--- config.mk ---
export PLATFORM = sky130hd
export DESIGN_NAME = cu_fsm
export DESIGN_NICKNAME = d
export VERILOG_FILES = /design/src/rtl/otter_pkg.sv /design/src/rtl/cu_fsm.sv
export SDC_FILE = /design/constraint.sdc
export NUM_CORES = 1
export LEC_CHECK = 0
export ABC_CLOCK_PERIOD_IN_PS = 4450
export BUFFER_PORTS_ARGS = -buffer_cell sky130_fd_sc_hd__buf_2
export CAP_MARGIN = 20
export CORE_AREA = 5 5 42 44
export DETAILED_ROUTE_END_ITERATION = 8
export DIE_AREA = 0 0 47 49
export PLACE_DENSITY_LB_ADDON = 0.05
export SLEW_MARGIN = 20
export SYNTH_ARGS = -nofsm -noshare
export SYNTH_HDL_FRONTEND = slang
export SYNTH_SLANG_ARGS = --single-unit
--- constraint.sdc ---
create_clock -name CLK -period 4.45 [get_ports CLK]
set_clock_uncertainty 0.2 [all_clocks]
set_input_delay 0.6675 -clock CLK [delete_from_list [all_inputs] [get_ports CLK]]
set_output_delay 0.6675 -clock CLK [all_outputs]
set_load 0.05 [all_outputs]
--- src/rtl/otter_pkg.sv ---
// Shared OTTER definitions: RV32I major opcodes, SYSTEM FUNC3 codes and the
// control-unit state encoding. Also imported by the combinational decoder.
package otter_pkg;

    typedef enum logic [6:0] {
        OPC_LOAD   = 7'b0000011,
        OPC_STORE  = 7'b0100011,
        OPC_BRANCH = 7'b1100011,
        OPC_OP     = 7'b0110011,
        OPC_OP_IMM = 7'b0010011,
        OPC_LUI    = 7'b0110111,
        OPC_AUIPC  = 7'b0010111,
        OPC_JAL    = 7'b1101111,
        OPC_JALR   = 7'b1100111,
        OPC_SYSTEM = 7'b1110011
    } opcode_t;

    localparam logic [2:0] F3_MRET  = 3'b000;
    localparam logic [2:0] F3_CSRRW = 3'b001;
    localparam logic [2:0] F3_CSRRS = 3'b010;
    localparam logic [2:0] F3_CSRRC = 3'b011;

    typedef enum logic [2:0] {
        ST_INIT  = 3'd0,
        ST_FETCH = 3'd1,
        ST_EXEC  = 3'd2,
        ST_WB    = 3'd3,
        ST_INTR  = 3'd4
    } cu_state_t;

endpackage

--- src/rtl/cu_fsm.sv ---
// Multicycle OTTER control unit: sequences FETCH/EXEC/WB per instruction and
// enters the interrupt state only on an instruction's final cycle.
//
//  state    | meaning
//  ST_INIT  | reset held to PC and register file
//  ST_FETCH | instruction memory read, FETCH_WAIT cycles
//  ST_EXEC  | execute; final cycle for everything except loads
//  ST_WB    | load data written back to register file
//  ST_INTR  | one-cycle trap entry, PC loaded from mtvec
module cu_fsm
    import otter_pkg::*;
#(
    parameter int unsigned FETCH_WAIT = 1
) (
    input  logic       CLK,
    input  logic       RST_N,
    input  logic [6:0] OPCODE,
    input  logic [2:0] FUNC3,
    input  logic       INTR,
    input  logic       CSR_MIE,
    output logic       RST_OUT,
    output logic       PC_WE,
    output logic       REG_WE,
    output logic       MEM_RDEN1,
    output logic       MEM_RDEN2,
    output logic       MEM_WE2,
    output logic       CSR_WE,
    output logic       INT_TAKEN,
    output logic       MRET_EXEC,
    output logic       RETIRED
);

    localparam logic [3:0] FW_LAST = 4'(FETCH_WAIT - 1);

    cu_state_t  state_q, state_d;
    logic [3:0] wait_q, wait_d;
    logic       intr_go;

    assign intr_go = INTR && CSR_MIE;

    always_ff @(posedge CLK or negedge RST_N) begin
        if (!RST_N) begin
            state_q <= ST_INIT;
            wait_q  <= '0;
        end else begin
            state_q <= state_d;
            wait_q  <= wait_d;
        end
    end

    always_comb begin
        state_d = state_q;
        wait_d  = wait_q;
        case (state_q)
            ST_INIT:  state_d = ST_FETCH;
            ST_FETCH: begin
                if (wait_q == FW_LAST) begin
                    wait_d  = '0;
                    state_d = ST_EXEC;
                end else begin
                    wait_d = wait_q + 4'd1;
                end
            end
            ST_EXEC: begin
                // Loads defer interrupt sampling to their WB cycle.
                if (OPCODE == OPC_LOAD) state_d = ST_WB;
                else                    state_d = intr_go ? ST_INTR : ST_FETCH;
            end
            ST_WB:    state_d = intr_go ? ST_INTR : ST_FETCH;
            ST_INTR:  state_d = ST_FETCH;
            default: begin
                state_d = ST_INIT;
                wait_d  = '0;
            end
        endcase
    end

    always_comb begin
        RST_OUT   = 1'b0;
        PC_WE     = 1'b0;
        REG_WE    = 1'b0;
        MEM_RDEN1 = 1'b0;
        MEM_RDEN2 = 1'b0;
        MEM_WE2   = 1'b0;
        CSR_WE    = 1'b0;
        INT_TAKEN = 1'b0;
        MRET_EXEC = 1'b0;
        RETIRED   = 1'b0;
        case (state_q)
            ST_INIT:  RST_OUT = 1'b1;
            ST_FETCH: MEM_RDEN1 = 1'b1;
            ST_EXEC: begin
                if (OPCODE == OPC_LOAD) begin
                    MEM_RDEN2 = 1'b1;
                end else begin
                    PC_WE   = 1'b1;
                    RETIRED = 1'b1;
                    case (OPCODE)
                        OPC_STORE: MEM_WE2 = 1'b1;
                        OPC_OP, OPC_OP_IMM, OPC_LUI, OPC_AUIPC, OPC_JAL, OPC_JALR:
                            REG_WE = 1'b1;
                        OPC_SYSTEM: begin
                            if (FUNC3 == F3_CSRRW || FUNC3 == F3_CSRRS || FUNC3 == F3_CSRRC) begin
                                CSR_WE = 1'b1;
                                REG_WE = 1'b1;
                            end else if (FUNC3 == F3_MRET) begin
                                MRET_EXEC = 1'b1;
                            end
                        end
                        default: ;
                    endcase
                end
            end
            ST_WB: begin
                REG_WE  = 1'b1;
                PC_WE   = 1'b1;
                RETIRED = 1'b1;
            end
            ST_INTR: begin
                INT_TAKEN = 1'b1;
                PC_WE     = 1'b1;
            end
            default: ;
        endcase
    end

endmodule

==> results.cfg, run 1 <==
[route]
vias = 502
avgViaCountPerCell = 5.07
ant_nets = 0
drc = 0
drtIter0Drc = 4
firstDrtPassIters = 3
wire_per_inst_um = 11.7
drt-total-wl_mm = 1.16

[timing]
whs_ps = 42.9
post-route-min-period_ps = 2560
final_max_slew_viol_count = 0
clock.fmax_mhz = 391
timing.setup.tns_ps = 0
min_period_over_period_pct = 57.5
setup_viol = 0
tightest_slew_ps = 407
final_hold_viol_count = 0
relSlewSlack_pct = 72.1
rsz0062_at_grt = no

[worst_setup_path]
criticalPathCategory = in -> out
critPathArrivalTime_ps = 1690
critPathMaxFanout = 5
required_ps = 3580
critPathLaunchType = input pin
end_kind = primary output

[pwr]
power_mw = 0.354
p_per_area_mw_per_mm2 = 516
vdd_drop_max_mv = 0.324
p_leak_nw = 0.368

[finish]
postLayoutCellArea_um2 = 687
layout-area-overhead-vs-synth_pct = 28.9
drive_above_1_share_pct = 37.3
antenna_cells = 0
layout.nets = 100

[placement]
dp_hpwl_um = 960
gp_congestion = 0.740
place_area_um2 = 661
port_buffers = 23

[logic_synthesis]
yosysSeqAreaShare_pct = 32.9
synthAdderAreaFrac_pct = 4.69
avgSynthCellArea_um2 = 9.35
yosys.area_share.simple_pct = 34.0
ys_top_cells_by_count = 7 x dfrtp_1, 6 x inv_1, 4 x nand3_1
synth_top_family_by_area = simple AND/OR/NAND/NOR gates
yosys_warnings = 0
synth_compound_area_share_pct = 17.4
synth.distinct_cells = 28
synthCells = 57
synthesis.area_um2 = 533
synth.most_common_cell = dfrtp_1
yosysTopAreaCell = dfrtp_1
synth_edf_count = 0
synth.area.mux_share_pct = 3.76
synthFlopType = dfrtp_1
ys_ff_latch = 7
synth_area_leaders = dfrtp_1 33%, and4b_1 5.6%, ha_1 4.7%, inv_1 4.2%, mux2i_1 3.8%
synth_nets = 73
postSynth.asyncResetShare_pct = 100
synthXorXnorAreaFrac_pct = 1.64
yosysTopAreaCellShare_pct = 32.9

[clocking]
cts_resized = 0
clockRootBuffer = clkbuf_4
cts_setup_buffers = 0
postCtsHoldBufs = 0
cts_tree = done
clockBufferDepth = 2
htree_levels = 1
clkTransAtPathRegs_ps = 50
cts_num_sinks = 7
clock_latency_ps = 250
cts_buffers = 3

[global_route]
met3_usage_pct = 3.32
grt_start_max_net_pins = 9
antenna_found_initial = 0
busiest_layer = met1
first_global_vias = 470
grtUsageMet1_pct = 16.2
grt_pass1_wl_mm = 1.99
met2_usage_pct = 16.1
track_usage_pct = 11.6
gr-total-overflow = 0

[hold_path]
hold_class = in -> async

[outcome]
run_status = complete, no violations

[floorplanning]
pin_count = 24
start_util_pct = 38.0
core_region_area_mm2 = 0.00140
rows = 14
fp.dieW_um = 47
die_h_um = 49
design.die.area_mm2 = 0.00230

[flow_run]
cap_violations = 0
-- logic make-up after synthesis --
| logic type | Yosys count |
|---|---|
| DFF | 7 |
| AOI/OAI and AO/OA | 12 |
| and+or+nand+nor | 26 |
| xor gates and xnor gates | 1 |
| muxes | 2 |
| adders and majority gates | 2 |
| buffers and inverters | 7 |
-- cell usage in the layout, fill, tap and decap left out, drive strengths merged, types with 2 or more instances in the layout --
master and instances:
a22o 2, buf 23, nand2b 3, o21ai 3
ha 2, inv 6, nor2 3, mux2i 2
nand3 4, a211oi 2, clkbuf 4, dfrtp 7
and4b 3, nor3 4, a21oi 2, nand2 3
-- worst max-delay path, stage by stage --
cell and delay (ps):
buf_2 110, nor3_2 280, nand2_1 110, nor4b_2 240
buf_2 290
-- per-layer routing --
layer	up-vias	part of all wire, %
met3	2	9.4
met1	221	44
li1	262	-
met5	-	0
met4	0	0.78
met2	17	45
-- final timing paths --
check	depth (start not counted)	start	to	slack, ps
max	5	OPCODE[2]	MEM_WE2	1890
min	1	RST_N	wait_q[3]$_DFFE_PN0N_	40
max reg2reg	3	state_q[0]$_DFFE_PN0P_	state_q[1]$_DFFE_PN0P_	2940
min reg2reg	1	wait_q[2]$_DFFE_PN0N_	wait_q[2]$_DFFE_PN0N_	330
max in group asynchronous	1	RST_N	state_q[2]$_DFFE_PN0P_	3850
min in group CLK	1	wait_q[2]$_DFFE_PN0N_	wait_q[2]$_DFFE_PN0N_	330
-- power breakdown --
group	switching [mW]	total (mW)	internal, mW
Sequential	0.0213	0.0947	0.0734
Clock	0.0234	0.0576	0.0342
Combinational	0.139	0.202	0.0632
Total	0.183	0.354	0.171
-- flip-flops by register name, summed over array words and instances, names as in the netlist --
register,cells
state_q,3
wait_q,4
-- per-stage QoR --
| stage | worst slack (ps) | utilization, % | instances |
|---|---|---|---|
| finish | 1890 | 49.0 | 99 |
| global route | 1780 | 49.0 | 99 |
| CTS | 1880 | 49.0 | 99 |
| detailed placement | 1870 | 47.1 | 95 |
| global placement | 1890 | 47.1 | 95 |
| floorplan | 1620 | - | 57 |
-- area by class of cell --
type,instances,area [um2]
Clock buffer,4,26.3
Tap cell,16,20.0
Sequential cell,7,175
Fill cell,148,714
Multi-Input combinational cell,43,328
Inverter,6,22.5
Timing Repair Buffer,23,115
Power figures use the tool's default switching activity.
==> run 2, diff against run 1 <==
--- a/config.mk
+++ b/config.mk
@@ -5,7 +5,7 @@
 export SDC_FILE = /design/constraint.sdc
 export NUM_CORES = 1
 export LEC_CHECK = 0
-export ABC_CLOCK_PERIOD_IN_PS = 4450
+export ABC_CLOCK_PERIOD_IN_PS = 2600
 export BUFFER_PORTS_ARGS = -buffer_cell sky130_fd_sc_hd__buf_2
 export CAP_MARGIN = 20
 export CORE_AREA = 5 5 42 44
==> constraint.sdc (replaced) <==
create_clock -name CLK -period 2.6 [get_ports CLK]
set_clock_uncertainty 0.2 [all_clocks]
set_input_delay 0.39 -clock CLK [delete_from_list [all_inputs] [get_ports CLK]]
set_output_delay 0.39 -clock CLK [all_outputs]
set_load 0.05 [all_outputs]
==> results.cfg, run 2 (synthesis gave the netlist of run 1 again) <==
[route]
drt-total-wl_mm = 1.19
ant_nets = 0
avgViaCountPerCell = 5.26
drc = 0
vias = 526
wire_per_inst_um = 11.9
firstDrtPassIters = 4
drtIter0Drc = 6

[timing]
post-route-min-period_ps = 2280
timing.setup.tns_ps = 0
final_max_slew_viol_count = 0
rsz0062_at_grt = no
relSlewSlack_pct = 69.9
setup_viol = 0
min_period_over_period_pct = 87.7
clock.fmax_mhz = 439
tightest_slew_ps = 439
final_hold_viol_count = 0

[clocking]
htree_levels = 1
clock_latency_ps = 250
cts_setup_buffers = 0
clockBufferDepth = 2
cts_tree = done
clkTransAtPathRegs_ps = 50
cts_num_sinks = 7
cts_buffers = 3
clockRootBuffer = clkbuf_4

[worst_setup_path]
end_kind = primary output
cpLargestDelayFamily = simple AND/OR/NAND/NOR gates
crit_chain = nor3_2 > nand2_1 > nor4b_2 > buf_2
critPathArrivalTime_ps = 1690
crit_buf_inv = 1
critPathLaunchType = flip-flop
worst_path_largest_cell_delay_ps = 450
critPathMaxFanout = 8
slowest_stage = dfrtp_1
criticalPathCategory = reg -> out
required_ps = 2010

[pwr]
p_per_area_mw_per_mm2 = 865
p_leak_nw = 0.375
vdd_drop_max_mv = 0.494

[floorplanning]
pin_count = 24
rows = 14
fp.dieW_um = 47
die_h_um = 49
start_util_pct = 38.0
core_region_area_mm2 = 0.00140
design.die.area_mm2 = 0.00230

[flow_run]
cap_violations = 0

[global_route]
grt_start_max_net_pins = 9
track_usage_pct = 11.7
grt_pass1_wl_mm = 1.99
antenna_found_initial = 0
first_global_vias = 482
gr-total-overflow = 0

[finish]
layout.nets = 101
top_register = wait_q
layout-area-overhead-vs-synth_pct = 31.0
final_common_cell = buf_2
reg_top3 = wait_q: 4 flops, state_q: 3 flops
final_cell_mix = 23 x buf_2, 7 x dfrtp_1, 6 x inv_1, 4 x nand3_1
antenna_cells = 0
drive_above_1_share_pct = 38.1
postLayoutCellArea_um2 = 698
largest_register_ffs = 4

[outcome]
run_status = complete, no violations

[placement]
port_buffers = 23
gp_congestion = 0.749
dp_hpwl_um = 992
place_area_um2 = 661

[hold_path]
hold_class = in -> reg
run 2: repair_timing:
item	in CTS	in global routing
hold buffers	1	0
gates resized for setup	0	0
hold endpoints to repair	7	0
run 2: routing by layer:
metal  vias to the layer above  track usage, %  part of all wire [%]
met5                         -               0                     0
met4                         0            2.76                     0
met3                         0            4.43                    13
met2                        22            18.6                    48
met1                       239            14.6                    38
li1                        265               -                     -
run 2: final timing paths:
kind | end | slack (ps) | cells after the start | start
max | MEM_WE2 | 320 | 4 | state_q[0]$_DFFE_PN0P_
min | state_q[2]$_DFFE_PN0P_ | 170 | 3 | CSR_MIE
max reg2reg | state_q[1]$_DFFE_PN0P_ | 1070 | 3 | state_q[0]$_DFFE_PN0P_
min reg2reg | wait_q[2]$_DFFE_PN0N_ | 330 | 1 | wait_q[2]$_DFFE_PN0N_
max in group asynchronous | wait_q[1]$_DFFE_PN0N_ | 1730 | 2 | RST_N
min in group asynchronous | wait_q[2]$_DFFE_PN0N_ | 310 | 2 | RST_N
run 2: area by class of cell:
type,instances,area (um2)
clock inverter,1,5.00
sequential,7,175
tap,16,20.0
fill,148,703
multi-input combinational,43,328
timing repair buffer,24,125
clock buffer,3,22.5
inverter,6,22.5
run 2: stage by stage:
step                      power [mW]  hold slack (ps)  cells  utilization (%)  setup slack, ps
after floorplan                0.443             -106     57                -              226
after global placement         0.517             34.8     95             47.1              577
after detailed placement       0.513             30.1     95             47.1              574
after CTS                      0.612              170    100             49.8              304
after global routing           0.650              182    100             49.8              186
final                          0.604              173    100             49.8              320
run 2: worst register-to-register path: cells and delay by family, from the launching register on:
| kind | cells | cell delay [ps] |
|---|---|---|
| and+or+nand+nor | 2 | 540 |
| DFF | 1 | 450 |
| AOI/OAI and AO/OA | 1 | 240 |
run 2: power by group:
part / leakage, nW / internal (mW) / switching [mW] / total (mW)
Combinational: 0.264 / 0.109 / 0.237 / 0.346
Sequential: 0.0935 / 0.126 / 0.0358 / 0.162
Clock: 0.0177 / 0.0561 / 0.0396 / 0.0957
Total: 0.375 / 0.291 / 0.313 / 0.604
==> run 3, diff against run 2 <==
--- a/config.mk
+++ b/config.mk
@@ -8,9 +8,11 @@
 export ABC_CLOCK_PERIOD_IN_PS = 2600
 export BUFFER_PORTS_ARGS = -buffer_cell sky130_fd_sc_hd__buf_2
 export CAP_MARGIN = 20
-export CORE_AREA = 5 5 42 44
+export CELL_PAD_IN_SITES_DETAIL_PLACEMENT = 0
+export CELL_PAD_IN_SITES_GLOBAL_PLACEMENT = 1
+export CORE_MARGIN = 5
+export CORE_UTILIZATION = 32
 export DETAILED_ROUTE_END_ITERATION = 8
-export DIE_AREA = 0 0 47 49
 export PLACE_DENSITY_LB_ADDON = 0.05
 export SLEW_MARGIN = 20
 export SYNTH_ARGS = -nofsm -noshare
==> results.cfg, run 3 (synthesis gave the netlist of run 1 again) <==
[outcome]
run_status = complete, no violations

[finish]
layout.nets = 101
reg_top3 = wait_q: 4 flops, state_q: 3 flops
drive_above_1_share_pct = 38.1
top_register = wait_q
largest_register_ffs = 4
antenna_cells = 0
final_cell_mix = 23 x buf_2, 7 x dfrtp_1, 6 x inv_1, 4 x nand3_1
final_common_cell = buf_2
layout-area-overhead-vs-synth_pct = 31.0

[timing]
post-route-min-period_ps = 2290
relSlewSlack_pct = 66.6
clock.fmax_mhz = 437
timing.setup.tns_ps = 0
final_hold_viol_count = 0
setup_viol = 0
min_period_over_period_pct = 88.0
tightest_slew_ps = 486
rsz0062_at_grt = no
final_max_slew_viol_count = 0

[hold_path]
worstHoldPathCells = 3
hold_end = state_q[2]$_DFFE_PN0P_
worstHoldStart = CSR_MIE
hold_class = in -> reg

[floorplanning]
rows = 14
core_region_area_mm2 = 0.00154
die_h_um = 50.8
pin_count = 24
design.die.area_mm2 = 0.00258
start_util_pct = 34.6
fp.dieW_um = 50.8

[clocking]
htree_levels = 1
cts_tree = done
postCtsHoldBufs = 1
cts_num_sinks = 7
cts_setup_buffers = 0
clockRootBuffer = clkbuf_4
cts_buffers = 3
cts_resized = 0
clock_latency_ps = 250
clockBufferDepth = 2
clkTransAtPathRegs_ps = 60

[worst_setup_path]
critPathMaxFanout = 7
r2r_end = wait_q[2]$_DFFE_PN0N_
crit_start = state_q[2]$_DFFE_PN0P_
reg2reg_slack_ps = 1030
criticalPathCategory = reg -> out
critPathLaunchType = flip-flop
end_kind = primary output
rr_worst_depth = 3
r2r_start = state_q[1]$_DFFE_PN0P_
required_ps = 2010
critPathArrivalTime_ps = 1700

[global_route]
gr-total-overflow = 0
grt_start_max_net_pins = 9
first_global_vias = 534
antenna_found_initial = 0
track_usage_pct = 11.2
grt_pass1_wl_mm = 2.29

[route]
firstDrtPassIters = 4
drtIter0Drc = 7
drt-total-wl_mm = 1.34
drc = 0
avgViaCountPerCell = 5.35
wire_per_inst_um = 13.4
ant_nets = 0
vias = 535

[flow_run]
cap_violations = 0

[pwr]
power_mw = 0.612
p_leak_nw = 0.375
vdd_drop_max_mv = 0.515
p_per_area_mw_per_mm2 = 877

[placement]
port_buffers = 23
dp_hpwl_mm = 1.09
gp_congestion = 0.721
## run 3: report_power, final
part	leakage (nW)	total, mW	switching [mW]	internal (mW)
clock	0.0177	0.0988	0.0425	0.0563
sequential	0.0935	0.164	0.0385	0.126
combinational	0.264	0.349	0.240	0.109
total	0.375	0.612	0.321	0.291
## run 3: how the worst max path moves through the flow
stage,end,slack [ps],cells past startpoint
2_1_floorplan,MEM_WE2,230,3
3_3_place_gp,REG_WE,540,5
3_5_place_dp,REG_WE,580,4
4_1_cts,REG_WE,290,4
5_1_grt,MEM_WE2,180,4
6_report,REG_WE,310,4
## run 3: cell type report
type                       instances  area, um2
fill                             169        843
multi-input combinational         43        328
sequential                         7        175
timing repair buffer              24        125
clock buffer                       3       22.5
inverter                           6       22.5
tap                               16       20.0
clock inverter                     1       5.00
## run 3: routing by layer
layer	track usage (%)	part of all wire [%]	vias to the layer above
met5	0	0	-
met4	2.55	0.82	0
met3	5.23	11	2
met2	17.1	44	28
met1	14.3	44	243
li1	-	-	262
## run 3: critical path: stages (launching register included)
cell and delay [ps]:
dfrtp_1 470, nand2b_1 180, a41o_1 260, o31ai_2 230, buf_2 300
## run 3: per-stage QoR
stage          std cells  cell area, um2  setup WS (ps)  hold WS [ps]  util (%)
6_report             100             698            311           170      45.3
5_1_grt              100             698            178           161      45.3
2_1_floorplan         57             533            226          -106         -
3_5_place_dp          95             661            578          32.9      42.9
4_1_cts              100             698            286           166      45.3
3_3_place_gp          95             661            535          33.6      42.9
